===== src/rtl/alu_pkg.sv =====
// Shared definitions for the ALU operand/issue stage: opcodes, instruction
// field positions and FSM state encoding.
package alu_pkg;

  // ALU opcodes
  localparam logic [1:0] OP_ADD = 2'b00;
  localparam logic [1:0] OP_SUB = 2'b01;
  localparam logic [1:0] OP_SHL = 2'b10;
  localparam logic [1:0] OP_SHR = 2'b11;

  // Instruction field bit positions (16-bit instruction word)
  localparam int OP_HI   = 15;
  localparam int OP_LO   = 14;
  localparam int RD_HI   = 13;
  localparam int RD_LO   = 11;
  localparam int RS1_HI  = 10;
  localparam int RS1_LO  = 8;
  localparam int IMM_SEL = 7;
  localparam int IMM_LO  = 0;
  localparam int RS2_HI  = 2;
  localparam int RS2_LO  = 0;

  // FSM state encoding
  localparam logic [1:0] ST_IDLE = 2'd0;
  localparam logic [1:0] ST_EXEC = 2'd1;
  localparam logic [1:0] ST_RESP = 2'd2;

  // Shift opcodes have op[1] set; their B operand is limited to 0..31.
  function automatic logic is_shift(input logic [1:0] op);
    return op[1];
  endfunction

endpackage


===== src/rtl/alu_regfile.sv =====
// 8-entry register file: two combinational read ports, one write port,
// synchronous reset to zero. With ZERO_REG_EN defined, register 0 is
// hardwired to zero and writes to it are discarded.
module alu_regfile #(
  parameter int DATA_W = 32
) (
  input  logic              clk,
  input  logic              rst,
  input  logic [2:0]        raddr_a,
  output logic [DATA_W-1:0] rdata_a,
  input  logic [2:0]        raddr_b,
  output logic [DATA_W-1:0] rdata_b,
  input  logic              we,
  input  logic [2:0]        waddr,
  input  logic [DATA_W-1:0] wdata
);

  logic [DATA_W-1:0] regs_q [8];
  logic [DATA_W-1:0] regs_d [8];

  // Next register contents: apply the single write, keep r0 at zero if hardwired
  always_comb begin
    for (int i = 0; i < 8; i++) regs_d[i] = regs_q[i];
    if (we) regs_d[waddr] = wdata;
`ifdef ZERO_REG_EN
    regs_d[0] = '0;
`endif
  end

  // Register storage with synchronous clear
  always_ff @(posedge clk) begin
    if (rst) begin
      for (int i = 0; i < 8; i++) regs_q[i] <= '0;
    end else begin
      for (int i = 0; i < 8; i++) regs_q[i] <= regs_d[i];
    end
  end

  assign rdata_a = regs_q[raddr_a];
  assign rdata_b = regs_q[raddr_b];

endmodule


===== src/rtl/alu_operand_stage.sv =====
// Issue/operand stage in front of a 32-bit add/sub/shl/shr ALU.
// Accepts 16-bit instructions over valid/ready, reads operands from an
// internal 8-entry register file, registers the ALU inputs, writes the ALU
// result back one cycle later and offers it downstream over valid/ready.
// Optional build macro: ZERO_REG_EN (register 0 hardwired to zero).
module alu_operand_stage
  import alu_pkg::*;
#(
  parameter int DATA_W = 32,
  parameter int IMM_W  = 7
) (
  input  logic              clk,
  input  logic              rst,
  input  logic              instr_valid,
  output logic              instr_ready,
  input  logic [15:0]       instr,
  output logic [DATA_W-1:0] alu_inputA,
  output logic [DATA_W-1:0] alu_inputB,
  output logic [1:0]        alu_opcode,
  input  logic [DATA_W-1:0] alu_result,
  output logic              res_valid,
  input  logic              res_ready,
  output logic [DATA_W-1:0] res_data,
  output logic [2:0]        res_rd
);

  logic [1:0]        state_q, state_d;
  logic [DATA_W-1:0] a_q, a_d;
  logic [DATA_W-1:0] b_q, b_d;
  logic [1:0]        op_q, op_d;
  logic [2:0]        rd_q, rd_d;
  logic [DATA_W-1:0] res_data_q, res_data_d;
  logic [2:0]        res_rd_q, res_rd_d;
  logic              res_valid_q, res_valid_d;

  logic [1:0]        f_op;
  logic [2:0]        f_rd, f_rs1, f_rs2;
  logic              f_imm_sel;
  logic [DATA_W-1:0] f_imm;
  logic [DATA_W-1:0] rs1_val, rs2_val;
  logic [DATA_W-1:0] opb_val;
  logic              accept;
  logic              wb_en;

  // Instruction field extraction
  assign f_op      = instr[OP_HI:OP_LO];
  assign f_rd      = instr[RD_HI:RD_LO];
  assign f_rs1     = instr[RS1_HI:RS1_LO];
  assign f_rs2     = instr[RS2_HI:RS2_LO];
  assign f_imm_sel = instr[IMM_SEL];
  assign f_imm     = {{(DATA_W-IMM_W){1'b0}}, instr[IMM_LO+IMM_W-1:IMM_LO]};

  assign instr_ready = (state_q == ST_IDLE) || ((state_q == ST_RESP) && res_ready);
  assign accept      = instr_valid && instr_ready;
  assign wb_en       = (state_q == ST_EXEC);

  alu_regfile #(.DATA_W(DATA_W)) u_regfile (
    .clk     (clk),
    .rst     (rst),
    .raddr_a (f_rs1),
    .rdata_a (rs1_val),
    .raddr_b (f_rs2),
    .rdata_b (rs2_val),
    .we      (wb_en),
    .waddr   (rd_q),
    .wdata   (alu_result)
  );

  // Operand B selection; shifts keep only the low 5 bits of the amount
  always_comb begin
    opb_val = f_imm_sel ? f_imm : rs2_val;
    if (is_shift(f_op)) opb_val[DATA_W-1:5] = '0;
  end

  // FSM next-state, operand latching and result capture
  always_comb begin
    state_d     = state_q;
    a_d         = a_q;
    b_d         = b_q;
    op_d        = op_q;
    rd_d        = rd_q;
    res_data_d  = res_data_q;
    res_rd_d    = res_rd_q;
    res_valid_d = res_valid_q;
    case (state_q)
      ST_IDLE: begin
        if (accept) state_d = ST_EXEC;
      end
      ST_EXEC: begin
        res_data_d  = alu_result;
        res_rd_d    = rd_q;
        res_valid_d = 1'b1;
        state_d     = ST_RESP;
      end
      ST_RESP: begin
        if (res_ready) begin
          res_valid_d = 1'b0;
          state_d     = accept ? ST_EXEC : ST_IDLE;
        end
      end
      default: state_d = ST_IDLE;
    endcase
    if (accept) begin
      a_d  = rs1_val;
      b_d  = opb_val;
      op_d = f_op;
      rd_d = f_rd;
    end
  end

  // State and output registers, all cleared by reset
  always_ff @(posedge clk) begin
    if (rst) begin
      state_q     <= ST_IDLE;
      a_q         <= '0;
      b_q         <= '0;
      op_q        <= OP_ADD;
      rd_q        <= '0;
      res_data_q  <= '0;
      res_rd_q    <= '0;
      res_valid_q <= 1'b0;
    end else begin
      state_q     <= state_d;
      a_q         <= a_d;
      b_q         <= b_d;
      op_q        <= op_d;
      rd_q        <= rd_d;
      res_data_q  <= res_data_d;
      res_rd_q    <= res_rd_d;
      res_valid_q <= res_valid_d;
    end
  end

  assign alu_inputA = a_q;
  assign alu_inputB = b_q;
  assign alu_opcode = op_q;
  assign res_data   = res_data_q;
  assign res_rd     = res_rd_q;
  assign res_valid  = res_valid_q;

endmodule


===== config.mk =====
export PLATFORM = sky130hd
export DESIGN_NAME = alu_operand_stage
export DESIGN_NICKNAME = d
export VERILOG_FILES = /design/src/rtl/alu_pkg.sv /design/src/rtl/alu_regfile.sv /design/src/rtl/alu_operand_stage.sv
export SDC_FILE = /design/constraint.sdc
export NUM_CORES = 1
export LEC_CHECK = 0
export ABC_AREA = 0
export ABC_CLOCK_PERIOD_IN_PS = 2470
export CAP_MARGIN = 5
export CORE_MARGIN = 2
export CORE_UTILIZATION = 29
export DETAILED_ROUTE_END_ITERATION = 12
export DONT_BUFFER_PORTS = 1
export PLACE_DENSITY_LB_ADDON = 0.05
export SLEW_MARGIN = 10
export SYNTH_ARGS = -nofsm -noshare
export SYNTH_HDL_FRONTEND = slang
export SYNTH_SLANG_ARGS = --single-unit

===== constraint.sdc =====
create_clock -name clk -period 2.47 [get_ports clk]
set_input_delay 0.494 -clock clk [delete_from_list [all_inputs] [get_ports clk]]
set_output_delay 0.494 -clock clk [all_outputs]
set_load 0.05 [all_outputs]

After elaboration in Yosys (flattened, before gate mapping)
Memory sizes are Yosys's and may differ from the RTL's. A register that Yosys moved wholly into a read port is not among the register bits.
Index checks and enable logic that the tools add are counted.
{"block": "classes", "n_lt_le_gt_ge": 2, "eq_ne": 4, "n_mux": 23, "bitwise_logic": 9, "reduce_logical": 8}
{"op": "two-way mux 32 bit", "count": 10}
{"op": "bitwise mux 256 bit", "count": 1}
{"op": "two-way mux 256 bit", "count": 1}
{"op": "demux 32 bit (select 3 bit)", "count": 1}
{"op": "two-way mux 27 bit", "count": 1}
{"op": "OR 1 bit", "count": 8}
{"op": "one-hot mux 2 bit (3 select lines)", "count": 1}
{"op": "two-way mux 1 bit", "count": 5}
{"op": "greater-or-equal comparator 4 bit (second input constant)", "count": 1}
{"op": "less-than comparator 4 x 1 -> 1 bit (second input constant)", "count": 1}
{"op": "two-way mux 2 bit", "count": 2}
{"op": "!= test 2 bit (second input constant)", "count": 2}
{"op": "NOT 3 -> 4 bit", "count": 1}
{"op": "AND reduction 2 bit", "count": 2}
{"op": "logical AND 1 bit", "count": 3}
{"op": "equality test 2 x 1 -> 1 bit (second input constant)", "count": 1}
{"op": "equality test 2 bit (second input constant)", "count": 1}
{"op": "logical NOT 2 bit", "count": 1}
{"op": "one-hot mux 1 bit (2 select lines)", "count": 1}
{"op": "nonzero test 2 bit", "count": 1}
{"op": "logical OR 1 bit", "count": 1}
{"block": "totals", "reg_bits": 75, "mem_bits_rw": 256, "word_cells": 54, "memories": 1}
{"name": "u_regfile.regs_q", "depth": 8, "word_bits": 32, "rd": 10, "rd_ports_with_merged_regs": 1, "wr": 8, "line_no": "alu_regfile.sv:18", "text": "logic [DATA_W-1:0] regs_q [8];"}

Logic depth before layout (Yosys ltp)
{"block": "depth", "word_depth": 8, "ltp_mapped": 7, "ltp_nobuf": 4}

Hierarchy
Synthesis repeated with hierarchy kept, for this count alone.
{"block": "unflattened", "hier_cells": 1877, "hier_area_um2": 17367.9}
{"mod": "alu_regfile", "n_inst": 1, "cells_each": 1391, "area_per_inst_um2": 13347.8}
{"mod": "alu_operand_stage", "n_inst": 1, "cells_each": 486, "area_per_inst_um2": 4020.1}

Worst setup path before layout
Ideal clock, no wire load.
{"block": "synth_timing", "kind": "input-to-reg", "startpoint": "in instr[0]", "endpoint": "reg b_q[11] (netlist: alu_inputB[11])", "setup_ns": 0.120, "arrival_ns": 1.920, "t_required_ns": 2.350, "path_slack_ns": 0.430, "path_stages": 5, "path_buffers": 2, "cell_sequence": "buf_2 buf_2 mux4_2 nor2b_1 a211o_1"}
{"block": "synth_via", "elab_chain_len": 3}
{"element": "start, declared", "line_no": "alu_operand_stage.sv:16", "text": "input logic [15:0] instr,"}
{"element": "memory read (8 x 32 bit)"}
{"element": "two-way mux 32 bit", "line_no": "alu_operand_stage.sv:71", "text": "opb_val = f_imm_sel ? f_imm : rs2_val;"}
{"element": "two-way mux 27 bit", "line_no": "alu_operand_stage.sv:72", "text": "if (is_shift(f_op)) opb_val[DATA_W-1:5] = '0;"}
{"element": "end signal, assigned", "line_no": "alu_operand_stage.sv:116", "text": "b_q <= '0;"}
{"element": "end signal, assigned", "line_no": "alu_operand_stage.sv:125", "text": "b_q <= b_d;"}
{"element": "end, declared", "line_no": "alu_operand_stage.sv:29", "text": "logic [DATA_W-1:0] b_q, b_d;"}
Every way passes these cells.
A chain may end at the register's enable or synchronous reset.

Worst setup path after layout
{"block": "layout_timing", "startpoint": "reg state_q[1]", "endpoint": "reg b_q[5] (netlist: alu_inputB[5])"}
{"block": "layout_via", "elab_chain_len": 4, "word_cells_on_any_way": 5, "cone_classes": "eq/ne (1); reduce/logical (4)"}
{"element": "start, declared", "line_no": "alu_operand_stage.sv:27", "text": "logic [1:0] state_q, state_d;"}
{"element": "start signal, assigned", "line_no": "alu_operand_stage.sv:123", "text": "state_q <= state_d;"}
{"element": "equality test 2 bit", "line_no": "alu_operand_stage.sv:53", "text": "assign instr_ready = (state_q == ST_IDLE) || ((state_q == ST_RESP) && res_ready);"}
{"element": "logical AND 1 bit", "line_no": "alu_operand_stage.sv:53"}
{"element": "logical OR 1 bit *", "line_no": "alu_operand_stage.sv:53"}
{"element": "logical AND 1 bit *", "line_no": "alu_operand_stage.sv:54", "text": "assign accept = instr_valid && instr_ready;"}
Mark *: on every way between the ends. The rest lies on a longest branch, timed or not.

==> results_dict.tcl <==
set metrics [dict create \
    setup_tns_ns 0 \
    drc 0 \
    skew_ns 0.02416 \
    wl_met1_um 27890 \
    worstHoldPathType "input pin to register" \
    firstDrtPassIters 5 \
    max_freq_ghz 0.4778 \
    netlist.area_leader.share 0.4459 \
    ys_seq_elements 363 \
    clkSinkCount 363 \
    dp_hpwl_um 33800 \
    cts-resized-gates 0 \
    syn_nets 1864 \
    gr-total-overflow 0 \
    vias 12770 \
    syn2layout_area_growth_pct 13.50 \
    die_area_um2 58110 \
    synth-edff-count 0 \
    ys_top_cells_by_area "dfxtp_1 45%, mux4_2 16%, nand2_1 14%, a21oi_1 9.2%, clkbuf_1 3.5%" \
    layout_setup_ws_ns 0.3771 \
    h-tree-depth 2 \
    grt_max_degree 324 \
    synth_ff_type "dfxtp_1" \
    yosysTopAreaCell "dfxtp_1" \
    syn_area_um2 16300 \
    cts_buffer_depth 3 \
    cp_top_family "simple AND/OR/NAND/NOR gates" \
    wirelength_um 60090 \
    drtIter0Drc 893 \
    synth_most_common_cell "nand2_1" \
    place_ws_ns 0.1303 \
    layout.nets 1778 \
    p_leak_uw 0.006173 \
    seq_area_frac_synth 0.4459 \
    place_congestion 0.7340 \
    detail_route.vias_per_cell 5.095 \
    cp-start-kind "register" \
    antenna_found_initial 0 \
    worstSetupEndpointType "register" \
    dieHeight_um 241.1 \
    path_max_fanout 26 \
    finalSetupViolations 0 \
    core_um2 55310 \
    wl_met2_um 28180 \
    fin_hold_ws_ns 0.04520 \
    port_buffers 0 \
    highest_layer "met4" \
    met3WireLength_um 3153 \
    critPathKind "register to register" \
    period_needed_ns 2.093 \
    synth_commonest_cells "599 x nand2_1, 363 x dfxtp_1, 301 x a21oi_1" \
    cts_root_buf "clkbuf_16" \
    slew_headroom 0.1685 \
    cap_viol_max_count 0 \
    cp.required_ns 2.98 \
    synth_cell_types 35 \
    fin_crit_sh 0.8473 \
    synth_cells 1812 \
    synthArstFlopShare 0 \
    ios 155 \
    avgSynthCellArea_um2 8.993 \
    crit_chain "nor2b_1 > nor3b_2 > buf_12 > nor2_4 > buf_4 > a22o_1" \
    grt_first_pass_wirelength_um 88600 \
    clk_latency_ns 0.58 \
    slew_violations 0 \
    worst_pin_slew_ns 1.244 \
    rsz0062_at_grt "no" \
    antenna_cells 0 \
    crit_slowest_cell "nor2_4" \
    crit_buf_inv 2 \
    hold_viol_final 0 \
    status "finished, final reports clean" \
    wl_per_cell_um 23.97 \
    clkTransAtPathRegs_ns 0.06 \
    grt_pass1_vias 12430 \
    max_stage_delay_ns 0.90 \
    holdBufCountCts 1 \
    p_per_area_nw_per_um2 733.0 \
    max-vdd-ir-drop_uv 435.2 \
    die_x_um 241.1 \
    cts_inserted_buffers 45 \
    num_rows 86 \
    critPathArrivalTime_ns 2.60 \
    cts_tree "done" \
    grt_util_all_layers 0.2084 \
    yosysWarnings 0 \
    cts_setup_buffers 0 \
    layout-drive-gt1-share 0.1489 \
    start_util 0.2946 \
    ant_nets 0 \
]
## through the flow
stage | instances | instance area [µm²] | power [µW] | utilization
floorplan | 1812 | 16300 | 7071 | -
global placement | 2426 | 17030 | 7052 | 0.3079
detailed placement | 2426 | 17030 | 7059 | 0.3079
CTS | 2507 | 18500 | 13770 | 0.3344
global route | 2507 | 18500 | 14050 | 0.3344
finish | 2507 | 18500 | 13560 | 0.3344
## state kept, by name, summed over array words and instances (netlist names)
signal / flops
u_regfile.regs_q: 256
alu_inputA: 32
alu_inputB: 32
res_data: 32
rd_q: 3
res_rd: 3
alu_opcode: 2
state_q: 2
res_valid: 1
## cell usage in the layout (no fill, tap or decap), drive strengths merged
master,count
nand2,599
dfxtp,363
a21oi,301
mux4,124
clkbuf,70
nor2b,54
buf,50
nor2,42
mux2i,36
a211oi,32
a211o,25
mux2,10
clkinv,6
nand3,6
nand3b,4
nor3b,4
nand2b,4
nor3,4
nand4b,2
a22o,2
o211ai,2
a221o,2
nand4,2
and3b,2
or3b,2
inv,2
bufinv,2
nor4b,1
nor4,1
o21ai,1
a311oi,1
and2,1
or2,1
dlygate4sd3,1
## path summary, 6_finish.rpt
check                          startpoint                       to  slack, ns  depth (start not counted)
setup reg to reg               state_q[1]            alu_inputB[5]       0.38                          6
setup / recovery               state_q[1]            alu_inputB[5]       0.38                          6
hold reg to reg   u_regfile.regs_q[2][10]  u_regfile.regs_q[2][10]       0.47                          2
hold / removal             alu_result[12]  u_regfile.regs_q[2][12]       0.05                          2
## area by class of cell
class,instances,area [µm²]
fillers,5769,36810
repair buffers,51,473.0
clock buffers,70,1343
multi-input cells,1265,8366
flip-flops and latches,363,7267
clock inverters,10,111.4
well taps,748,935.9
## power breakdown
group / switching [µW] / total [µW] / internal (µW)
combinational: 311 / 585 / 274
sequential: 360 / 6340 / 5980
clock: 2700 / 6630 / 3930
total: 3370 / 13600 / 10200
## cells by family after synthesis
| group | share of synthesized area |
|---|---|
| flops | 0.4459 |
| buf+inv | 0.04484 |
| compound gates | 0.1247 |
| mux | 0.2016 |
| simple gates | 0.1830 |
## layer usage
metal,GRT usage,vias up
met5,0,-
met4,0.04209,0
met3,0.03649,51
met2,0.3379,291
met1,0.2913,6355
li1,-,6075
(Power assumes the default switching activity.)
==> patch 1: new RTL, same flow settings <==
`IMM_W`: 7 -> 14.
--- a/src/rtl/alu_operand_stage.sv
+++ b/src/rtl/alu_operand_stage.sv
@@ -9,3 +9,3 @@
   parameter int DATA_W = 32,
-  parameter int IMM_W  = 7
+  parameter int IMM_W  = 14
 ) (
Formal check against the unedited RTL: not equivalent (a bounded check fails within 4 cycles, from zero or initial values and one cycle with rst high).
==> patch 1 against the unedited design <==
The run now ends with setup timing left; first-iteration DRC count rose by 3.9%; wire length rose by 2.4%; clock power barely moved; synthesized area rose by 1.1%; count of clock-buffer cells in the layout rose by 1; sequential cell count did not move; worst setup slack got worse by 0.39 ns; cell area rose by 0.39%; total power rose by 0.34%.
==> patch 1: results <==
export IMPL_place_inst=2420
export IMPL_yosys_cell_types_count=45
export IMPL_fillers=5712
export IMPL_violations="setup timing"
export IMPL_place_hpwl_um=34600
export IMPL_status="finished with violations"
export IMPL_crit_reg2reg_launch="state_q[0]"
export IMPL_r2r_cells=5
export IMPL_synth_mux_area_share_pct=21.1
export IMPL_grt_first_pass_wirelength_um=90300
export IMPL_yosysSeqAreaShare_pct=44.1
export IMPL_holdPathEnd="u_regfile.regs_q[4][5]"
export IMPL_drt_initial_drc_count=928
export IMPL_internal_power_mw=10.2
export IMPL_synth_compound_area_share_pct=12.5
export IMPL_crit_slowest_cell="or3_4"
export IMPL_r2r_slack_ns=0.30
export IMPL_setup_viol=9
export IMPL_avgSynthCellArea_um2=9.16
export IMPL_clock_area_share_pct=7.91
export IMPL_crit_arrival_ns=3.00
export IMPL_wirelength_um=61500
export IMPL_multi_input_area_share_pct=45.4
export IMPL_multi_input_gates=1249
export IMPL_min_from="alu_result[5]"
export IMPL_relSlewSlack_pct=9.01
export IMPL_hold_ws_ns=0.0440
export IMPL_antenna_found_initial=1
export IMPL_numCtsBuffers=46
export IMPL_fin_ws_ns=-0.0120
export IMPL_viasPerCell=5.16
export IMPL_core_area_mm2=0.0563
export IMPL_syn_to_final_growth_pct=12.7
export IMPL_r2r_end="u_regfile.regs_q[5][18]"
export IMPL_wire_per_inst_um=24.6
export IMPL_grt_pass1_vias=12652
export IMPL_max_vdd_ir_drop_mv=0.401
export IMPL_finClkSkew_ns=0.0125
export IMPL_nNonClkBuffers=55
export IMPL_sh_seq_area_pct=39.1
export IMPL_ys_top_cells_by_area="dfxtp_1 44%, mux4_2 15%, nand2_1 14%, a21oi_1 9.1%, mux2i_1 3.3%"
export IMPL_nonClkBufAreaFrac_pct=2.43
export IMPL_p_leak_nw=6.23
patch 1: power by group through the flow:
stage	Clock [mW]	Combinational [mW]	Sequential (mW)
floorplan	0	0.677	6.44
finish	6.63	0.622	6.36
global route	7.10	0.677	6.37
CTS	6.84	0.629	6.36
detailed placement	0	0.596	6.49
global placement	0	0.589	6.48
patch 1: cell families (layout without fill, tap and decap cells):
group | Yosys count | in the layout
AND/OR/NAND/NOR | 697 | 697
AO/OA/AOI/OAI | 369 | 369
flip-flops | 363 | 363
buffers and inverters | 187 | 136
multiplexers | 183 | 183
patch 1: worst reg2reg max path, delay by kind of cell (launching register included):
family,cells,cell delay [ns]
AOI/OAI and AO/OA,1,0.06
and+or+nand+nor,3,1.06
buffers and inverters,1,0.28
DFF,1,0.58
patch 1: stage by stage:
step	setup TNS [ns]	worst slack [ns]
2_1_floorplan	0	0.351
3_3_place_gp	0	0.399
3_5_place_dp	0	0.365
4_1_cts	0	0.179
5_1_grt	0	0.131
6_report	-0.0462	-0.0120
patch 1: per-layer routing:
layer  share of wire, %  track usage, %  routed length [um]
met1                 45            27.3               27500
met2                 48            34.7               29700
met3                5.0            4.20                3070
met4                2.0            4.94                1260
met5                  0               0                   0
patch 1: worst max-delay path by stage:
stage / startpoint / end / slack (ns) / cells after the start
after floorplan: instr[0] / alu_inputB[17] / 0.35 / 5
after global placement: rst / alu_inputB[16] / 0.40 / 4
after detailed placement: rst / alu_inputB[15] / 0.37 / 4
after CTS: state_q[1] / instr_ready / 0.18 / 3
after global routing: state_q[1] / instr_ready / 0.13 / 3
final: rst / alu_inputB[21] / -0.01 / 4
==> patch 2: new RTL, same settings <==
Made on the original files. Take the reset off `res_data_q` and load it in a clocked block of its own.
--- a/src/rtl/alu_operand_stage.sv
+++ b/src/rtl/alu_operand_stage.sv
@@ -118,3 +118,2 @@
       rd_q        <= '0;
-      res_data_q  <= '0;
       res_rd_q    <= '0;
@@ -127,3 +126,2 @@
       rd_q        <= rd_d;
-      res_data_q  <= res_data_d;
       res_rd_q    <= res_rd_d;
@@ -131,2 +129,6 @@
     end
+  end
+
+  always_ff @(posedge clk) begin
+    res_data_q <= res_data_d;
   end
Function: differs if rst is asserted again (counterexample within 4 cycles, from zero or initial values and one cycle with rst high); with rst held inactive, the same outputs for 4 cycles.
==> patch 2 against the unedited design <==
Cell count is 3.0% lower; worst setup slack got worse by 0.073 ns; synthesized area about the same; sequential cell count unchanged; wire length fell by 2.1%; worst hold slack worse by 0.0063 ns; via count down 3.3%; cell area up 1.6%; die area about the same; total power rose by 3.1%; combinational power decreased by 3%; critical path type is now register to output port.
==> patch 2: results <==
export IMPL_synth_edf_count=32
export IMPL_fillers=5631
export IMPL_gp_congestion=0.727
export IMPL_yosys_cell_types_count=35
export IMPL_synthAdderAreaFrac_pct=0
export IMPL_grt_pass1_vias=12122
export IMPL_firstDrtPassIters=5
export IMPL_dpl_cell_area_mm2=0.0169
export IMPL_synth_compound_area_share_pct=11.6
export IMPL_status="finished clean"
export IMPL_relSlewSlack_pct=33.2
export IMPL_synth_xor_xnor_area_share_pct=0
export IMPL_path_clk_slew_ns=0.06
export IMPL_crit_arrival_ns=1.67
export IMPL_hold_class="input pin to register"
export IMPL_holdPathEnd="u_regfile.regs_q[3][7]"
export IMPL_track_usage_pct=20.3
export IMPL_p_leak_nw=6.29
export IMPL_cts_root_buffer="clkbuf_16"
export IMPL_wire_per_inst_um=24.2
export IMPL_synth_commonest_cells="535 x nand2_1, 331 x dfxtp_1, 267 x a21oi_1"
export IMPL_cts_htree_levels=2
export IMPL_numCtsBuffers=45
export IMPL_r2r_cells=5
export IMPL_post_cts_buffers=0
export IMPL_nNetsFinal=1699
export IMPL_syn_nets=1752
export IMPL_yosysSeqAreaShare_pct=46.6
export IMPL_cts_buffer_depth=3
export IMPL_grt_max_degree=282
export IMPL_async_flop_share_pct=0
export IMPL_regMostFlops="u_regfile.regs_q"
export IMPL_hold_depth=2
export IMPL_synth_ff_type="dfxtp_1"
export IMPL_r2r_end="u_regfile.regs_q[6][12]"
export IMPL_grt_first_pass_wirelength_um=85900
export IMPL_crit_reg2reg_launch="state_q[0]"
export IMPL_dp_slack_ns=0.519
export IMPL_yosys_warnings=0
export IMPL_r2r_slack_ns=0.50
export IMPL_min_from="alu_result[7]"
export IMPL_largest_register_ffs=256
export IMPL_viasPerCell=5.08
export IMPL_clock_latency_ns=0.58
export IMPL_drive_above_1_share_pct=15.0
export IMPL_path_max_fanout=6
export IMPL_antenna_found_initial=2
export IMPL_synth_mux_area_share_pct=20.2
export IMPL_port_buffers=0
export IMPL_place_hpwl_um=32200
export IMPL_finClkSkew_ns=0.0217
export IMPL_ys_top_cells_by_area="dfxtp_1 41%, mux4_2 16%, nand2_1 12%, a21oi_1 8.2%, edfxtp_1 5.9%"
export IMPL_drt_initial_drc_count=902
export IMPL_max_vdd_ir_drop_mv=0.422
## patch 2: changes by cell type after synthesis, sizes merged, moves of 2 or more
cell    unedited run  this run
a22o               2         5
nand4              2         0
edfxtp             0        32
nand2            599       535
dfxtp            363       331
nand4b             2         0
mux4             124       126
mux2              10         6
clkbuf           152       100
a221o              2         0
nand3              6         4
a21oi            301       267
buf               32        72
## patch 2: power by group
group	switching [mW]	total, mW	internal, mW	leakage [nW]
registers	0.343	6.41	6.07	2.97
clock network	2.74	6.99	4.25	0.767
logic	0.285	0.569	0.284	2.55
total	3.37	14.0	10.6	6.29
## patch 2: repair_timing
item	CTS	global route
resized for setup	0	0
endpoints found under the hold margin	51	0
hold buffers	34	0
## patch 2: area by class of cell
class                   instances  area (um2)  share of cell area (%)
repair buffers                 72         763                    4.06
well taps                     748         936                    4.98
clock inverters                18         223                    1.19
multi-input cells            1164        7950                    42.3
clock buffers                  65        1330                    7.05
flip-flops and latches        363        7590                    40.4
inverters                       1        3.75                  0.0200
diodes                          1        2.50                  0.0133
## patch 2: stage by stage
| step | hold WS (ns) | cells |
|---|---|---|
| 3_3_place_gp | 0.454 | 2314 |
| 6_report | 0.0389 | 2432 |
| 4_1_cts | 0.00164 | 2431 |
| 3_5_place_dp | 0.459 | 2314 |
| 5_1_grt | 0.0242 | 2432 |
| 2_1_floorplan | 0.441 | 1700 |
## patch 2: routing by layer
metal | share of wire [%] | global-route usage (%)
met3 | 4.6 | 3.44
met2 | 48 | 33.1
met1 | 46 | 28.0
met4 | 1.7 | 4.77
met5 | 0 | 0
## patch 2: logic make-up after synthesis
group | count (synthesis)
compound gates | 335
buf+inv | 173
flops | 363
mux | 168
simple gates | 661
## patch 2: worst max-delay path, stage by stage, from the launching register on
cell,delay [ns]
dfxtp_1,0.43
nand2b_1,0.25
nor2b_1,0.23
buf_4,0.20
## patch 2: worst max-delay path by stage
stage	slack, ns	start	to	depth (start not counted)
after floorplan	0.42	instr[0]	alu_inputB[16]	6
after global placement	0.49	instr_valid	alu_inputB[2]	4
after detailed placement	0.52	state_q[0]	u_regfile.regs_q[6][2]	5
after CTS	0.29	state_q[1]	instr_ready	3
after global routing	0.23	state_q[1]	instr_ready	3
final	0.30	state_q[1]	instr_ready	3
